==> src/rtl/axil_regfile_pkg.sv <==
// ============================================================================
// Module      : axil_regfile_pkg
// Description : Shared AXI4-Lite response codes and address helpers for
//               axil_regfile.
// Revision    : 1.0 - initial release
// ============================================================================
`default_nettype none

package axil_regfile_pkg;

    localparam logic [1:0] RESP_OKAY   = 2'b00;
    localparam logic [1:0] RESP_SLVERR = 2'b10;

    // Byte-offset bits below the register index for a given bus width.
    function automatic int addr_lsb(input int data_width);
        return (data_width == 64) ? 3 : 2;
    endfunction

endpackage

`default_nettype wire

==> src/rtl/axil_hold_slot.sv <==
// ============================================================================
// Module      : axil_hold_slot
// Description : Single-entry valid/ready holding register; loads on handshake,
//               empties on clear.
// Revision    : 1.0 - initial release
// ============================================================================
`default_nettype none

module axil_hold_slot #(
    parameter int WIDTH = 8
) (
    input  logic             clk,
    input  logic             rst,
    input  logic             i_valid,
    output logic             o_ready,
    input  logic [WIDTH-1:0] i_data,
    input  logic             i_clear,
    output logic             o_full,
    output logic [WIDTH-1:0] o_data
);

    logic             r_full;
    logic [WIDTH-1:0] r_data;

    // Ready is forced low while reset is asserted so nothing is accepted then.
    assign o_ready = !r_full && !rst;
    assign o_full  = r_full;
    assign o_data  = r_data;

    always_ff @(posedge clk) begin
        if (rst) begin
            r_full <= 1'b0;
            r_data <= '0;
        end else if (i_valid && o_ready) begin
            r_full <= 1'b1;
            r_data <= i_data;
        end else if (i_clear) begin
            r_full <= 1'b0;
        end
    end

endmodule

`default_nettype wire

==> src/rtl/axil_regfile.sv <==
// ============================================================================
// Module      : axil_regfile
// Description : AXI4-Lite register file with independent AW/W holding slots
//               and a flattened register output. Define AXIL_REGFILE_SLVERR_EN
//               to answer out-of-range accesses with SLVERR.
// Revision    : 1.0 - initial release
// ============================================================================
`default_nettype none

module axil_regfile
    import axil_regfile_pkg::*;
#(
    parameter int C_S_AXI_DATA_WIDTH = 32,
    parameter int C_S_AXI_ADDR_WIDTH = 7,
    parameter int NUM_REGS           = 32
) (
    input  logic                                   S_AXI_ACLK,
    input  logic                                   S_AXI_ARESET,
    input  logic [C_S_AXI_ADDR_WIDTH-1:0]          S_AXI_AWADDR,
    input  logic [2:0]                             S_AXI_AWPROT,
    input  logic                                   S_AXI_AWVALID,
    output logic                                   S_AXI_AWREADY,
    input  logic [C_S_AXI_DATA_WIDTH-1:0]          S_AXI_WDATA,
    input  logic [C_S_AXI_DATA_WIDTH/8-1:0]        S_AXI_WSTRB,
    input  logic                                   S_AXI_WVALID,
    output logic                                   S_AXI_WREADY,
    output logic [1:0]                             S_AXI_BRESP,
    output logic                                   S_AXI_BVALID,
    input  logic                                   S_AXI_BREADY,
    input  logic [C_S_AXI_ADDR_WIDTH-1:0]          S_AXI_ARADDR,
    input  logic [2:0]                             S_AXI_ARPROT,
    input  logic                                   S_AXI_ARVALID,
    output logic                                   S_AXI_ARREADY,
    output logic [C_S_AXI_DATA_WIDTH-1:0]          S_AXI_RDATA,
    output logic [1:0]                             S_AXI_RRESP,
    output logic                                   S_AXI_RVALID,
    input  logic                                   S_AXI_RREADY,
    output logic [NUM_REGS*C_S_AXI_DATA_WIDTH-1:0] REG_OUT,
    output logic [NUM_REGS-1:0]                    REG_WR_PULSE
);

    localparam int c_dw       = C_S_AXI_DATA_WIDTH;
    localparam int c_sw       = c_dw / 8;
    localparam int c_addr_lsb = addr_lsb(c_dw);
    localparam int c_idx_w    = C_S_AXI_ADDR_WIDTH - c_addr_lsb;

`ifdef AXIL_REGFILE_SLVERR_EN
    localparam logic [1:0] c_oor_resp = RESP_SLVERR;
`else
    localparam logic [1:0] c_oor_resp = RESP_OKAY;
`endif

    generate
        if (c_dw != 32 && c_dw != 64) begin : g_bad_width
            $error("axil_regfile: C_S_AXI_DATA_WIDTH must be 32 or 64");
        end
        if (NUM_REGS > (1 << c_idx_w)) begin : g_bad_regs
            $error("axil_regfile: NUM_REGS exceeds the decodable address space");
        end
    endgenerate

    logic                          w_aw_full;
    logic [C_S_AXI_ADDR_WIDTH-1:0] w_aw_addr;
    logic                          w_w_full;
    logic [c_dw+c_sw-1:0]          w_w_payload;
    logic [c_dw-1:0]               w_wdata;
    logic [c_sw-1:0]               w_wstrb;
    logic [c_idx_w-1:0]            w_aw_idx;
    logic [c_idx_w-1:0]            w_ar_idx;
    logic                          w_aw_in_range;
    logic                          w_ar_in_range;
    logic                          w_commit;
    logic                          w_ar_ready;
    logic [c_dw-1:0]               w_rd_data;
    logic                          w_unused;

    logic [c_dw-1:0]     r_regs [NUM_REGS];
    logic [NUM_REGS-1:0] r_wr_pulse;
    logic                r_bvalid;
    logic [1:0]          r_bresp;
    logic                r_rvalid;
    logic [1:0]          r_rresp;
    logic [c_dw-1:0]     r_rdata;

    axil_hold_slot #(.WIDTH(C_S_AXI_ADDR_WIDTH)) u_aw_slot (
        .clk     (S_AXI_ACLK),
        .rst     (S_AXI_ARESET),
        .i_valid (S_AXI_AWVALID),
        .o_ready (S_AXI_AWREADY),
        .i_data  (S_AXI_AWADDR),
        .i_clear (w_commit),
        .o_full  (w_aw_full),
        .o_data  (w_aw_addr)
    );

    axil_hold_slot #(.WIDTH(c_dw + c_sw)) u_w_slot (
        .clk     (S_AXI_ACLK),
        .rst     (S_AXI_ARESET),
        .i_valid (S_AXI_WVALID),
        .o_ready (S_AXI_WREADY),
        .i_data  ({S_AXI_WSTRB, S_AXI_WDATA}),
        .i_clear (w_commit),
        .o_full  (w_w_full),
        .o_data  (w_w_payload)
    );

    assign w_wdata       = w_w_payload[c_dw-1:0];
    assign w_wstrb       = w_w_payload[c_dw+c_sw-1:c_dw];
    assign w_aw_idx      = w_aw_addr[C_S_AXI_ADDR_WIDTH-1:c_addr_lsb];
    assign w_ar_idx      = S_AXI_ARADDR[C_S_AXI_ADDR_WIDTH-1:c_addr_lsb];
    assign w_aw_in_range = {1'b0, w_aw_idx} < (c_idx_w+1)'(NUM_REGS);
    assign w_ar_in_range = {1'b0, w_ar_idx} < (c_idx_w+1)'(NUM_REGS);
    // A pending response that the master has not taken blocks the next commit.
    assign w_commit      = w_aw_full && w_w_full && (!r_bvalid || S_AXI_BREADY);
    assign w_ar_ready    = !S_AXI_ARESET && (!r_rvalid || S_AXI_RREADY);

    assign w_unused = ^{S_AXI_AWPROT, S_AXI_ARPROT,
                        w_aw_addr[c_addr_lsb-1:0], S_AXI_ARADDR[c_addr_lsb-1:0]};

    always_ff @(posedge S_AXI_ACLK) begin
        if (S_AXI_ARESET) begin
            for (int i = 0; i < NUM_REGS; i++) begin
                r_regs[i] <= '0;
            end
            r_wr_pulse <= '0;
        end else begin
            r_wr_pulse <= '0;
            if (w_commit && w_aw_in_range) begin
                for (int i = 0; i < NUM_REGS; i++) begin
                    if (i == int'(w_aw_idx)) begin
                        for (int b = 0; b < c_sw; b++) begin
                            if (w_wstrb[b]) begin
                                r_regs[i][b*8 +: 8] <= w_wdata[b*8 +: 8];
                            end
                        end
                        r_wr_pulse[i] <= 1'b1;
                    end
                end
            end
        end
    end

    always_ff @(posedge S_AXI_ACLK) begin
        if (S_AXI_ARESET) begin
            r_bvalid <= 1'b0;
            r_bresp  <= RESP_OKAY;
        end else if (w_commit) begin
            r_bvalid <= 1'b1;
            r_bresp  <= w_aw_in_range ? RESP_OKAY : c_oor_resp;
        end else if (S_AXI_BREADY) begin
            r_bvalid <= 1'b0;
        end
    end

    // Out-of-range indices match no register and read back as zero.
    always_comb begin
        w_rd_data = '0;
        for (int i = 0; i < NUM_REGS; i++) begin
            if (i == int'(w_ar_idx)) begin
                w_rd_data = r_regs[i];
            end
        end
    end

    always_ff @(posedge S_AXI_ACLK) begin
        if (S_AXI_ARESET) begin
            r_rvalid <= 1'b0;
            r_rresp  <= RESP_OKAY;
            r_rdata  <= '0;
        end else if (S_AXI_ARVALID && w_ar_ready) begin
            r_rvalid <= 1'b1;
            r_rresp  <= w_ar_in_range ? RESP_OKAY : c_oor_resp;
            r_rdata  <= w_rd_data;
        end else if (S_AXI_RREADY) begin
            r_rvalid <= 1'b0;
        end
    end

    assign S_AXI_BVALID  = r_bvalid;
    assign S_AXI_BRESP   = r_bresp;
    assign S_AXI_ARREADY = w_ar_ready;
    assign S_AXI_RVALID  = r_rvalid;
    assign S_AXI_RRESP   = r_rresp;
    assign S_AXI_RDATA   = r_rdata;
    assign REG_WR_PULSE  = r_wr_pulse;

    generate
        for (genvar g = 0; g < NUM_REGS; g++) begin : g_reg_out
            assign REG_OUT[g*c_dw +: c_dw] = r_regs[g];
        end
    endgenerate

endmodule

`default_nettype wire

==> config.mk <==
export PLATFORM = sky130hd
export DESIGN_NAME = axil_regfile
export DESIGN_NICKNAME = d
export VERILOG_FILES = /design/src/rtl/axil_regfile_pkg.sv /design/src/rtl/axil_hold_slot.sv /design/src/rtl/axil_regfile.sv
export SDC_FILE = /design/constraint.sdc
export NUM_CORES = 1
export LEC_CHECK = 0
export CORE_UTILIZATION = 23
export CTS_BUF_LIST = sky130_fd_sc_hd__clkbuf_16
export CTS_CLUSTER_SIZE = 16
export DETAILED_ROUTE_END_ITERATION = 8
export PLACE_DENSITY_LB_ADDON = 0.3
export SLEW_MARGIN = 10
export SYNTH_ARGS = -nofsm -noshare
export SYNTH_HDL_FRONTEND = slang
export SYNTH_HIERARCHICAL = 1
export SYNTH_SLANG_ARGS = --single-unit
==> constraint.sdc <==
create_clock -name S_AXI_ACLK -period 4.5 [get_ports S_AXI_ACLK]
set_input_delay 0.9 -clock S_AXI_ACLK [delete_from_list [all_inputs] [get_ports S_AXI_ACLK]]
set_output_delay 0.9 -clock S_AXI_ACLK [all_outputs]
set_load 0.02 [all_outputs]
== Word-level counts from Yosys, hierarchy flattened ==
Memory sizes are Yosys's and may differ from the RTL's.
Index checks and enable logic that the tools add are counted.

* Equality and inequality tests: 62
* Muxes and demuxes: 717
* Bitwise gates (word level): 129
* Reductions and logical operators: 22

{| class="wikitable"
|+ Operator list
! kind !! count
|-
| $mux 32 || 32
|-
| $mux 8 || 128
|-
| $mux 1 || 557
|-
| $eq 5x5->1 const A || 32
|-
| $or 1x1->1 || 128
|-
| $eq 4x5->1 const A || 16
|-
| $eq 3x5->1 const A || 8
|-
| $eq 2x5->1 const A || 4
|-
| $eq 1x5->1 const A || 2
|-
| $logic_not 5->1 || 2
|-
| $logic_and 1x1->1 || 8
|-
| $reduce_bool 2->1 || 4
|-
| $logic_not 1->1 || 5
|-
| $logic_or 1x1->1 || 2
|-
| $reduce_or 2->1 || 1
|-
| $not 1->1 || 1
|}

* Input port bits: 63
* Register bits after elaboration: 111
* Memories: 1
* Logic and storage cells: 939
* Memory bits (writable): 1024

{| class="wikitable"
|+ Memory list
! name !! depth !! width !! rd ports !! clocked after memory_dff !! wr ports !! line !! source
|-
| r_regs || 32 || 32 || 32 || 0 || 32 || axil_regfile.sv:77 || <nowiki>logic [c_dw-1:0] r_regs [NUM_REGS];</nowiki>
|}

== Logic depth before layout (Yosys ltp) ==
* Depth in word-level cells: 33
* Depth in mapped cells: 12
* Mapped depth without buffers: 7

== Cells and area by module ==
Netlist, hierarchy kept.

{| class="wikitable"
|+ By module, submodules not included
! module !! instances !! seq. area each (µm²) !! area each (µm²) !! cells each
|-
| axil_regfile || 1 || 32070.8 || 46763.6 || 3825
|-
| axil_hold_slot at u_w_slot || 1 || 740.7 || 1823.0 || 168
|-
| axil_hold_slot at u_aw_slot || 1 || 160.2 || 356.6 || 34
|}

== Worst setup path before layout ==
No wires, ideal clock.

* Path type: input to register
* Start: input port S_AXI_ARADDR[4]
* End: register r_rdata[21] (netlist: S_AXI_RDATA[21])
* Data arrival time: 2586 ps
* Slack: 1798 ps
* Library setup time: 116 ps
* Cell stages on the path: 10
* Data required time: 4384 ps
* Path buffers: 3
* Cells stage by stage: buf_6 -> buf_6 -> buf_6 -> nor3b_4 -> nand2_2 -> o21ai_1 -> o21ai_1 -> a211o_1 -> a221o_1 -> a31o_1

* Cells in the longest elaborated chain, start to end: 33
* Elaborated cells on any way between the ends: 64
* Those cells by class: eq/ne: 31; mux: 32; reduce/logical: 1

{| class="wikitable"
|+ RTL lines
! item !! line !! source
|-
| start, declared || axil_regfile.sv:30 || <nowiki>input logic [C_S_AXI_ADDR_WIDTH-1:0] S_AXI_ARADDR,</nowiki>
|-
| $logic_not 5->1 || axil_regfile.sv:159 || <nowiki>if (i == int'(w_ar_idx)) begin</nowiki>
|-
| $mux 32 (31 in series) || axil_regfile.sv:159 ||
|-
| $mux 32 * || axil_regfile.sv:159 ||
|-
| end signal, assigned || axil_regfile.sv:173 || <nowiki>r_rdata <= w_rd_data;</nowiki>
|-
| end, declared || axil_regfile.sv:83 || <nowiki>logic [c_dw-1:0] r_rdata;</nowiki>
|}

Mark *: on every way between the ends. The rest lies on a longest branch, timed or not.
A chain may end at the register's enable or synchronous reset.

== Worst setup path in the final report ==
* Start: input port S_AXI_ARADDR[5]
* End: register r_rdata[26] (netlist: S_AXI_RDATA[26])

The elaborated chain is that of the path after synthesis.

==> results.cfg <==
[placed_design]
port_buffers = 1145
dpl_worst_slack_ns = -0.03081
dp.cells = 8135
dp_hpwl_um = 297100
gp_congestion = 0.9796

[yosys]
syn_area_sq_um = 48860
syn_avg_cell_area_sq_um = 12.16
yosys_warnings = 6
netlist_instances = 4019

[detailed_routing]
wl_per_cell_um = 43.95
routed_via_density = 5.482
drtIter0Drc = 7398
drt-pass1-iter-count = 7
wirelength_um = 369300
ant_nets = 0
route.detailed.drc = 0
num_vias = 46070

[floorplan]
start_util_pct = 23.22
coreArea_sq_um = 210400
die_area_sq_um = 214300
ioPinCount = 1160
dieWidth_um = 462.9
fp-row-count = 168
fp.dieH_um = 462.9

[global_route]
antenna_found_initial = 42
grt_use_total_pct = 33.34
use_met3_pct = 8.280
grt_max_degree = 90
grt_pass1_vias = 43610
met2_usage_pct = 50.68
grt_overflow = 0
busiest_layer = met2
grt_util_met1_pct = 44.69
grt_pass1_wl_um = 468300

[cts]
cts.clk_slew.worst_paths_ns = 0.06
clk_latency_ns = 0.83
cts.sinks = 1133
postCtsSetupRepairBufs = 0
holdBufCountCts = 0
cts_resized = 0
cts_root_buf = clkbuf_16
cts-buffers-inserted = 137
h-tree-depth = 4
clk_path_buf_depth = 3
cts_tree = yes

[setup_path]
worst_ep_arrival_time_ns = 4.54
start_kind = input port
criticalPathCategory = in -> reg
crit_required_ns = 5.19
cp-end-kind = flop
crit_fanout = 25

[timing]
min_period_ns = 3.845
slew_violations = 0
rsz0062_at_grt = no
fmax_mhz = 260.1
setup_viol_count_final = 0
finClkSkew_ns = 0.03366
max_slew_margin_pct = 19.48
hold_viol = 0
worst_pin_slew_ns = 1.208
timing.final.ws_setup_ns = 0.6550
fin_crit_sh_pct = 85.44

[layout]
nFillCells = 21030
drive_gt1_share_pct = 14.16
utilization_pct = 33.61
syn2layout_area_growth_pct = 44.74
nets = 5532
stdcell_count = 8403

[power_and_ir_drop]
ir_drop_mv = 0.3461
power.density_nw_per_um2 = 393.6
p_leak_nw = 24.90

[outcome]
status = finished, final reports clean

[run]
drv_cap = 0

[hold_path]
hp-class = reg -> reg
-- metal layers --
metal,vias up,share of wire (%)
li1,17990,-
met3,514,10
met1,23840,41
met5,-,0.0035
met4,2,5.0
met2,3718,44
-- worst paths after layout --
check	start	end	slack (ns)	cells past startpoint
worst min register to register	u_w_slot/o_data[31]	u_w_slot/o_data[31]	0.47	2
worst min-delay path	u_w_slot/o_data[31]	u_w_slot/o_data[31]	0.47	2
worst max register to register	u_aw_slot/o_data[3]	r_regs[0][487]	1.13	4
worst max-delay path	S_AXI_ARADDR[5]	S_AXI_RDATA[26]	0.65	11
-- flip-flops by register name (all words and copies together), names as in the netlist --
register	cells
S_AXI_RVALID	1
S_AXI_RDATA	32
u_w_slot/o_full	1
u_aw_slot/o_full	1
REG_WR_PULSE	32
S_AXI_BVALID	1
r_regs	1024
u_w_slot/o_data	36
u_aw_slot/o_data	5
-- worst max-delay path, stage by stage --
cell and delay [ns]:
buf_2 0.44, buf_12 0.28, buf_4 0.22, nor3b_4 0.25
nand2_1 0.36, buf_4 0.34, o22ai_1 0.35, nor3_1 0.10
a211oi_1 0.93, buf_4 0.23, o21ai_0 0.09
-- cell usage in the layout (no fill, tap or decap), drive strengths merged, types with 52 or more instances in the layout --
master         instances
a21oi                209
edfxtp              1024
clkdlybuf4s50       1138
dfxtp                109
a22oi                 52
nand2b                63
clkbuf               140
o22ai                 89
nor2                 780
buf                  454
mux2i                 74
inv                   83
nor3                  62
o21ai                277
nand2                358
-- layout make-up --
type	instances	area [sq um]	share of cell area, %
Multi-Input combinational cell	2561	14470	20.46
Antenna cell	18	45.04	0.06370
Sequential cell	1133	32930	46.57
Timing Repair Buffer	1592	15110	21.37
Tap cell	2805	3510	4.963
Clock inverter	110	975.9	1.380
Inverter	44	170.2	0.2406
Clock buffer	140	3503	4.954
-- report_power, final --
part	internal, mW	total, mW	leakage (nW)	switching (mW)
combinational	1.33	4.00	11.1	2.66
clock	6.44	11.3	2.29	4.85
sequential	12.0	12.6	11.5	0.596
total	19.7	27.8	24.9	8.11
-- through the flow --
stage          cell area, sq um  setup TNS (ns)  power [mW]  hold slack, ns
2_1_floorplan             48870               0       13.94          0.4405
3_3_place_gp              66190        -0.02832       16.68          0.4542
3_5_place_dp              66190        -0.03081       16.68          0.4576
4_1_cts                   70670               0       27.80          0.4465
5_1_grt                   70680               0       28.32          0.4695
6_report                  70720               0       27.84          0.4663
(Power assumes the default switching activity.)
